===== config.mk =====
export PLATFORM = sky130hd
export DESIGN_NAME = uart_tx_param
export DESIGN_NICKNAME = d
export VERILOG_FILES = /design/src/rtl/uart_tx_param.sv
export SDC_FILE = /design/constraint.sdc
export NUM_CORES = 1
export LEC_CHECK = 0
export ABC_AREA = 0
export BUFFER_PORTS_ARGS = -buffer_cell sky130_fd_sc_hd__buf_2
export CORE_MARGIN = 4
export CORE_UTILIZATION = 45
export DETAILED_ROUTE_END_ITERATION = 6
export PLACE_DENSITY_LB_ADDON = 0.25
export SYNTH_ARGS = -nofsm -noshare
export SYNTH_HDL_FRONTEND = slang
export SYNTH_SLANG_ARGS = --single-unit

===== constraint.sdc =====
create_clock -name clk -period 1.99 [get_ports clk]
set_input_delay 0.398 -clock clk [delete_from_list [all_inputs] [get_ports clk]]
set_output_delay 0.398 -clock clk [all_outputs]
set_load 0.01 [all_outputs]

===== src/rtl/uart_tx_param.sv =====
`default_nettype none
// +----------------------------------------------------------------------------+
// | Module   : uart_tx_param                                                   |
// | Purpose  : Parametrised UART transmitter. Serialises one DATA_BITS word    |
// |            per frame, LSB first: start bit, data bits, optional parity     |
// |            bit (even/odd), then one or two stop bits. Valid/ready input    |
// |            handshake with gap-free back-to-back frames.                    |
// | Params   : DATA_BITS    payload bits per frame (5..9)                      |
// |            CLKS_PER_BIT clk cycles per bit period (>= 2)                   |
// | Ports    : clk          system clock, rising edge                          |
// |            rst_n        synchronous active-low reset                       |
// |            en           gates acceptance of new frames only                |
// |            tx_valid     producer has a word on tx_data                     |
// |            tx_data      word to send                                       |
// |            tx_ready     word accepted at this edge when tx_valid=1         |
// |            parity_mode  00 none, 01 even, 10 odd, 11 none                  |
// |            two_stop     0 = one stop bit, 1 = two stop bits                |
// |            tx_out       registered serial line, idle high                  |
// |            busy         frame in progress                                  |
// |            done         pulse in last cycle of final stop bit              |
// | Revision : 1.0  initial release                                            |
// +----------------------------------------------------------------------------+
module uart_tx_param #(
    parameter int DATA_BITS    = 8,
    parameter int CLKS_PER_BIT = 16
) (
    input  logic                 clk,
    input  logic                 rst_n,
    input  logic                 en,
    input  logic                 tx_valid,
    input  logic [DATA_BITS-1:0] tx_data,
    output logic                 tx_ready,
    input  logic [1:0]           parity_mode,
    input  logic                 two_stop,
    output logic                 tx_out,
    output logic                 busy,
    output logic                 done
);

    localparam int BAUD_W = (CLKS_PER_BIT > 1) ? $clog2(CLKS_PER_BIT) : 1;
    localparam int BIT_W  = $clog2(DATA_BITS);

    localparam logic [BAUD_W-1:0] c_baud_last = BAUD_W'(CLKS_PER_BIT - 1);
    localparam logic [BIT_W-1:0]  c_bit_last  = BIT_W'(DATA_BITS - 1);

    localparam logic [2:0] c_st_idle   = 3'd0;
    localparam logic [2:0] c_st_start  = 3'd1;
    localparam logic [2:0] c_st_data   = 3'd2;
    localparam logic [2:0] c_st_parity = 3'd3;
    localparam logic [2:0] c_st_stop   = 3'd4;

    logic [2:0]           r_state;
    logic [BAUD_W-1:0]    r_baud;
    logic [BIT_W-1:0]     r_bit;      // data bit index, reused as stop bit index
    logic [DATA_BITS-1:0] r_shift;
    logic                 r_par_en;
    logic                 r_par_bit;
    logic                 r_two_stop;
    logic                 r_tx;

    logic [2:0]           w_state_nxt;
    logic [BAUD_W-1:0]    w_baud_nxt;
    logic [BIT_W-1:0]     w_bit_nxt;
    logic [DATA_BITS-1:0] w_shift_nxt;
    logic                 w_par_en_nxt;
    logic                 w_par_bit_nxt;
    logic                 w_two_stop_nxt;
    logic                 w_tx_nxt;

    logic w_baud_last;
    logic w_stop_last;
    logic w_accept;

    assign w_baud_last = (r_baud == c_baud_last);
    // Final cycle of the final stop bit: the only busy cycle that may accept.
    assign w_stop_last = (r_state == c_st_stop) && w_baud_last &&
                         (r_bit == BIT_W'(r_two_stop));

    assign tx_ready = rst_n & en & ((r_state == c_st_idle) | w_stop_last);
    assign w_accept = tx_valid & tx_ready;
    assign busy     = (r_state != c_st_idle);
    assign done     = w_stop_last;
    assign tx_out   = r_tx;

    always_comb begin
        w_state_nxt    = r_state;
        w_baud_nxt     = r_baud;
        w_bit_nxt      = r_bit;
        w_shift_nxt    = r_shift;
        w_par_en_nxt   = r_par_en;
        w_par_bit_nxt  = r_par_bit;
        w_two_stop_nxt = r_two_stop;
        w_tx_nxt       = r_tx;

        if (r_state != c_st_idle) begin
            w_baud_nxt = w_baud_last ? '0 : r_baud + BAUD_W'(1);
        end

        case (r_state)
            c_st_start: begin
                if (w_baud_last) begin
                    w_state_nxt = c_st_data;
                    w_bit_nxt   = '0;
                    w_tx_nxt    = r_shift[0];
                end
            end
            c_st_data: begin
                if (w_baud_last) begin
                    if (r_bit == c_bit_last) begin
                        w_bit_nxt = '0;
                        if (r_par_en) begin
                            w_state_nxt = c_st_parity;
                            w_tx_nxt    = r_par_bit;
                        end else begin
                            w_state_nxt = c_st_stop;
                            w_tx_nxt    = 1'b1;
                        end
                    end else begin
                        // Shift so the next bit to send moves into position 0.
                        w_bit_nxt   = r_bit + BIT_W'(1);
                        w_shift_nxt = {1'b0, r_shift[DATA_BITS-1:1]};
                        w_tx_nxt    = r_shift[1];
                    end
                end
            end
            c_st_parity: begin
                if (w_baud_last) begin
                    w_state_nxt = c_st_stop;
                    w_bit_nxt   = '0;
                    w_tx_nxt    = 1'b1;
                end
            end
            c_st_stop: begin
                if (w_baud_last && !w_stop_last) begin
                    w_bit_nxt = r_bit + BIT_W'(1);
                end else if (w_stop_last && !w_accept) begin
                    w_state_nxt = c_st_idle;
                    w_bit_nxt   = '0;
                end
            end
            default: begin
                w_state_nxt = c_st_idle;
                w_baud_nxt  = '0;
                w_bit_nxt   = '0;
                w_tx_nxt    = 1'b1;
            end
        endcase

        // Acceptance (from IDLE or the final stop cycle) latches the whole
        // frame configuration, so later input changes cannot disturb it.
        if (w_accept) begin
            w_state_nxt    = c_st_start;
            w_baud_nxt     = '0;
            w_bit_nxt      = '0;
            w_shift_nxt    = tx_data;
            w_par_en_nxt   = (parity_mode == 2'b01) || (parity_mode == 2'b10);
            w_par_bit_nxt  = (^tx_data) ^ (parity_mode == 2'b10);
            w_two_stop_nxt = two_stop;
            w_tx_nxt       = 1'b0;
        end
    end

    always_ff @(posedge clk) begin
        if (!rst_n) begin
            r_state    <= c_st_idle;
            r_baud     <= '0;
            r_bit      <= '0;
            r_shift    <= '0;
            r_par_en   <= 1'b0;
            r_par_bit  <= 1'b0;
            r_two_stop <= 1'b0;
            r_tx       <= 1'b1;
        end else begin
            r_state    <= w_state_nxt;
            r_baud     <= w_baud_nxt;
            r_bit      <= w_bit_nxt;
            r_shift    <= w_shift_nxt;
            r_par_en   <= w_par_en_nxt;
            r_par_bit  <= w_par_bit_nxt;
            r_two_stop <= w_two_stop_nxt;
            r_tx       <= w_tx_nxt;
        end
    end

endmodule
`default_nettype wire


# Word level (Yosys, flattened, before mapping)
# Cells that the tools add are included.
[word_totals]
in_bits = 15
out_inout_bits = 4
wordCells = 90
reg_bits = 22
[op_classes]
n_addsub = 2
bitwise = 7
reduce_logical = 21
eq_ne = 25
n_mux = 26
[op_table]
columns = ["cell", "count"]
rows = [
  ["$mux W3", 11],
  ["$mux W8", 4],
  ["$ne A3 B3 Y1 const B", 5],
  ["$ne A2 B2 Y1 const B", 7],
  ["$pmux W3 S4", 1],
  ["$reduce_and A6 Y1", 2],
  ["$pmux W3 S3", 1],
  ["$reduce_xor A8 Y1", 1],
  ["$mux W1", 7],
  ["$eq A3 B2 Y1 const B", 2],
  ["$eq A3 B3 Y1 const B", 2],
  ["$reduce_and A3 Y1", 2],
  ["$add A4 B1 Y4 const B", 1],
  ["$eq A4 B4 Y1 const B", 1],
  ["$logic_and A1 B1 Y1", 4],
  ["$mux W4", 1],
  ["$ne A2 B1 Y1 const B", 2],
  ["$pmux W1 S4", 1],
  ["$reduce_and A4 Y1", 1],
  ["$reduce_bool A2 Y1", 2],
  ["$reduce_or A2 Y1", 2],
  ["$reduce_or A4 Y1", 1],
  ["$add A3 B1 Y3 const B", 1],
  ["$and A1 B1 Y1", 3],
  ["14 further kinds", 16],
]

# Longest topological paths before layout
[logic_depth]
depth_word = 12
mapped_depth = 8
ltp_nobuf = 7

# Worst setup path after synthesis
# Ideal clock, no wire load.
[synth_path]
path_type = "flip-flop to output port"
from = "register r_baud[0]"
to = "output tx_ready"
path_stages_with_launch = 6
setup_slack_ns = -0.057
arrival_time_ns = 1.649
required_time_ns = 1.592
n_path_buf = 1
cell_sequence = "dfxtp_1 ha_1 nand3_2 or4_1 buf_6 a211oi_1"
[synth_via]
elab_chain_len = 5
[synth_rtl]
columns = ["item", "line", "text"]
rows = [
  ["start: declaration", "53", "logic [BAUD_W-1:0] r_baud;"],
  ["start signal: assignment", "175", "r_baud <= w_baud_nxt;"],
  ["$eq A4 B4 Y1", "74", "assign w_baud_last = (r_baud == c_baud_last);"],
  ["$logic_and A1 B1 Y1 (2 in a row)", "76", "assign w_stop_last = (r_state == c_st_stop) && w_baud_last &&"],
  ["$or A1 B1 Y1", "79", "assign tx_ready = rst_n & en & ((r_state == c_st_idle) | w_stop_last);"],
  ["$and A1 B1 Y1", "79", ""],
  ["end: declaration", "32", "output logic tx_ready,"],
]
# Every way passes these cells.

# Worst setup path after layout
[layout_path]
from = "register r_bit[0]"
to = "output done"
[layout_via]
elab_chain_len = 2
[layout_rtl]
columns = ["item", "line", "text"]
rows = [
  ["start: declaration", "54", "logic [BIT_W-1:0] r_bit;"],
  ["start signal: assignment", "176", "r_bit <= w_bit_nxt;"],
  ["$eq A3 B1 Y1", "77", "(r_bit == BIT_W'(r_two_stop));"],
  ["$logic_and A1 B1 Y1", "76", ""],
  ["end: declaration", "37", "output logic done"],
]
# Every way passes these cells.

==> results.txt <==
status: complete, but fails checks
failing checks: setup timing
Clock Tree Root: clkbuf_4
drt drc: 0
commonest non-fill, non-tap cells in the layout: nand2_1, nor2_1, buf_4, dfxtp_1, buf_2
Initial Util: 0.4841
crit-path cells: xor2_1, or4_4, buf_4, nor2_1, buf_2
sequential share of the synthesized area: 0.3607
share of cells above drive strength 1: 0.3280
FF-to-FF setup slack: 0.01 ns
die area: 0.003611 sq mm
largest stage delay on the critical path: 0.52 ns
Critical Path AT: 1.75 ns
First DRT Iteration DRCs: 65
Final period util: 1.081
finished layout cell area: 0.001572 sq mm
Final Skew: 0.007597 ns
met2 wire length: 1.507 mm
Clock Latency Late Sink: 0.30 ns
leading cell type in the layout, fill and taps excluded: nand2_1
fmax: 465.0 MHz
worst r2r dst: r_bit[2]$_SDFFE_PP0P_
final wirelength: 3.082 mm
Die H: 60.10 um
Setup Viol. Count Final: 2
Reg2Reg Launch Point: r_two_stop$_SDFFE_PN0P_
Non-Filler Instances: 216
Met3 Wirelength: 166 um
Worst Setup End Kind: primary output
Avg Cell Area, Syn: 8.196 sq um
GPL Wtd Cong: 0.8125
initial antenna violation count: 0
CTS Buf Count: 3
gr ovfl total: 0
pin slew with the least headroom to its limit: 0.3059 ns
Ant. Diodes: 0
ANT nets after route: 0
PnR worst setup slack: -0.1604 ns
vias: 1,251
Main synth FF type: dfxtp_1
kind of critical path: register to primary output
FFs w/ async S/R, synth: 0
met1 wire length: 1.363 mm
class of the worst hold path: primary input to register
Yosys top cell by area: dfxtp_1
Core ar.: 0.002522 sq mm
R2R depth: 6
CP Data Required Time: 1.59 ns
drt pass-1 iters: 4
Area Overhead vs Synth: 28.69%
Worst Hold Path Cells: 3
Synth Warn #: 0
number of global-route vias before repair: 1,222
post-synthesis cell type count: 41
startpoint types: register
final hold vios: 0
CTS sink count: 22
Final Hold Slack: 0.3186 ns
Final HPWL DP: 2.242 mm
VDD IR max: 0.4757 mV
top-area cell type share of the netlist area: 0.3607
Placed Cells: 209
# H-tree levels: 1
Max-Cap Viols: 0
fin. max-slew vios: 0
Via density: 5.792
die width: 60.10 um
Leak: 0.6077 nW
RSZ-0062 raised after global routing: yes
Clock Path Buffers: 2
Tot GR Track Use: 0.1829
Final Core Density: 0.6230
largest net degree at the start of global routing: 16
Worst slew margin: 0.7961
IO Port Bufs: 18
nets: 207
wire per inst: 14.27 um
min cycle time layout: 2.150 ns
Hold Crit Endpoint: r_two_stop$_SDFFE_PN0P_
mapped cell area: 0.001221 sq mm
CP Max Fanout: 3
hold wc startpoint: two_stop
slowest stage cell on the critical path: or4_4
cell count after synthesis: 149
FP Rows: 18
PD cells: 499.9 mW/mm^2
first-pass GRT wire length: 5.023 mm
Ports: 19
Hold-fix buffers, CTS: 0
Post-DP Area: 0.001471 sq mm
clock slew at reported path FFs: 0.11 ns
Synth Register Bits: 22
Place WS: -0.04839 ns
syn_nets: 168
top sig layer: met4
CTS tree: built
Synth area leaders: dfxtp_1, nand2_1, nor2_1
Post-synth EDFFs: 0
==> logic make-up after synthesis <==
family / synth area share
buf+inv: 0.03995
simple gates: 0.2531
mux: 0.008197
fa+ha+maj: 0.04099
flops: 0.3607
compound gates: 0.2254
xor+xnor: 0.07173
==> worst max path at each step <==
stage / slack (ns) / startpoint / to
2_1_floorplan: 0.02 / r_baud[0]$_SDFFE_PP0P_ / r_shift[2]$_SDFFE_PN0P_
3_3_place_gp: -0.008 / r_baud[1]$_SDFFE_PP0P_ / r_state[1]$_SDFFE_PP0P_
3_5_place_dp: -0.05 / r_baud[1]$_SDFFE_PP0P_ / r_shift[0]$_SDFFE_PN0P_
4_1_cts: -0.14 / r_baud[1]$_SDFFE_PP0P_ / tx_ready
5_1_grt: -0.21 / r_bit[0]$_SDFFE_PP0P_ / tx_ready
6_report: -0.16 / r_bit[0]$_SDFFE_PP0P_ / done
==> where the power goes <==
group | switching (W) | internal, W
Combinational | 0.0000634 | 0.0000638
Clock | 0.000124 | 0.0000706
Sequential | 0.00000894 | 0.000455
==> critical path: cells and delay by family, from the launching register on <==
kind                      cells  cell delay [ns]
xor gates and xnor gates      1             0.19
and+or+nand+nor               2             0.62
DFF                           1             0.34
buffers and inverters         2             0.30
==> synthesized netlist by cell type (2+ instances only) <==
library cell / n
buf_6: 2
xnor2_1: 8
a21boi_0: 2
or3_1: 2
dfxtp_1: 22
nand2_1: 22
clkbuf_1: 3
a311oi_1: 4
nor2_1: 20
a22oi_1: 4
nor3_1: 3
nand2b_1: 2
ha_1: 4
xor2_1: 2
a21oi_1: 10
nor2b_1: 2
nand3_1: 5
nand3b_1: 2
nor4_1: 2
o21ai_0: 5
a211oi_1: 2
inv_1: 2
==> state kept, by name (all words and copies together) (netlist names) <==
| register | flops |
|---|---|
| r_shift | 8 |
| r_baud | 4 |
| r_bit | 3 |
| r_state | 3 |
| r_par_bit | 1 |
| r_par_en | 1 |
| r_two_stop | 1 |
| tx_out | 1 |
==> cell type report <==
type                            count  area (sq um)
Sequential cell                    22         442.9
Fill cell                         225         950.9
Inverter                            3         11.26
Timing Repair Buffer               39         251.5
Tap cell                           30         37.54
Multi-Input combinational cell    119         805.8
Clock buffer                        3         22.52
==> metrics by stage <==
step                      TNS (ns)  total power, W
final                      -0.2816       0.0007857
after global routing       -0.6078       0.0008300
after CTS                  -0.2646       0.0007879
after detailed placement   -0.3099       0.0005924
after global placement    -0.01920       0.0005893
after floorplan                  0       0.0005496
==> what timing repair did <==
action                     4_1_cts  5_1_grt
hold endpoints to repair         0        0
gates cloned                     0        1
setup endpoints to repair       16       12
setup buffers                    2        1
resized for setup                4        9
pin swaps                        1        3
==> per-layer routing <==
metal  vias to the layer above  GRT usage
li1                        610          -
met1                       595     0.2096
met2                        41     0.3194
met3                         5    0.02808
met4                         0     0.1013
met5                         -          0
(Power assumes the default switching activity.)
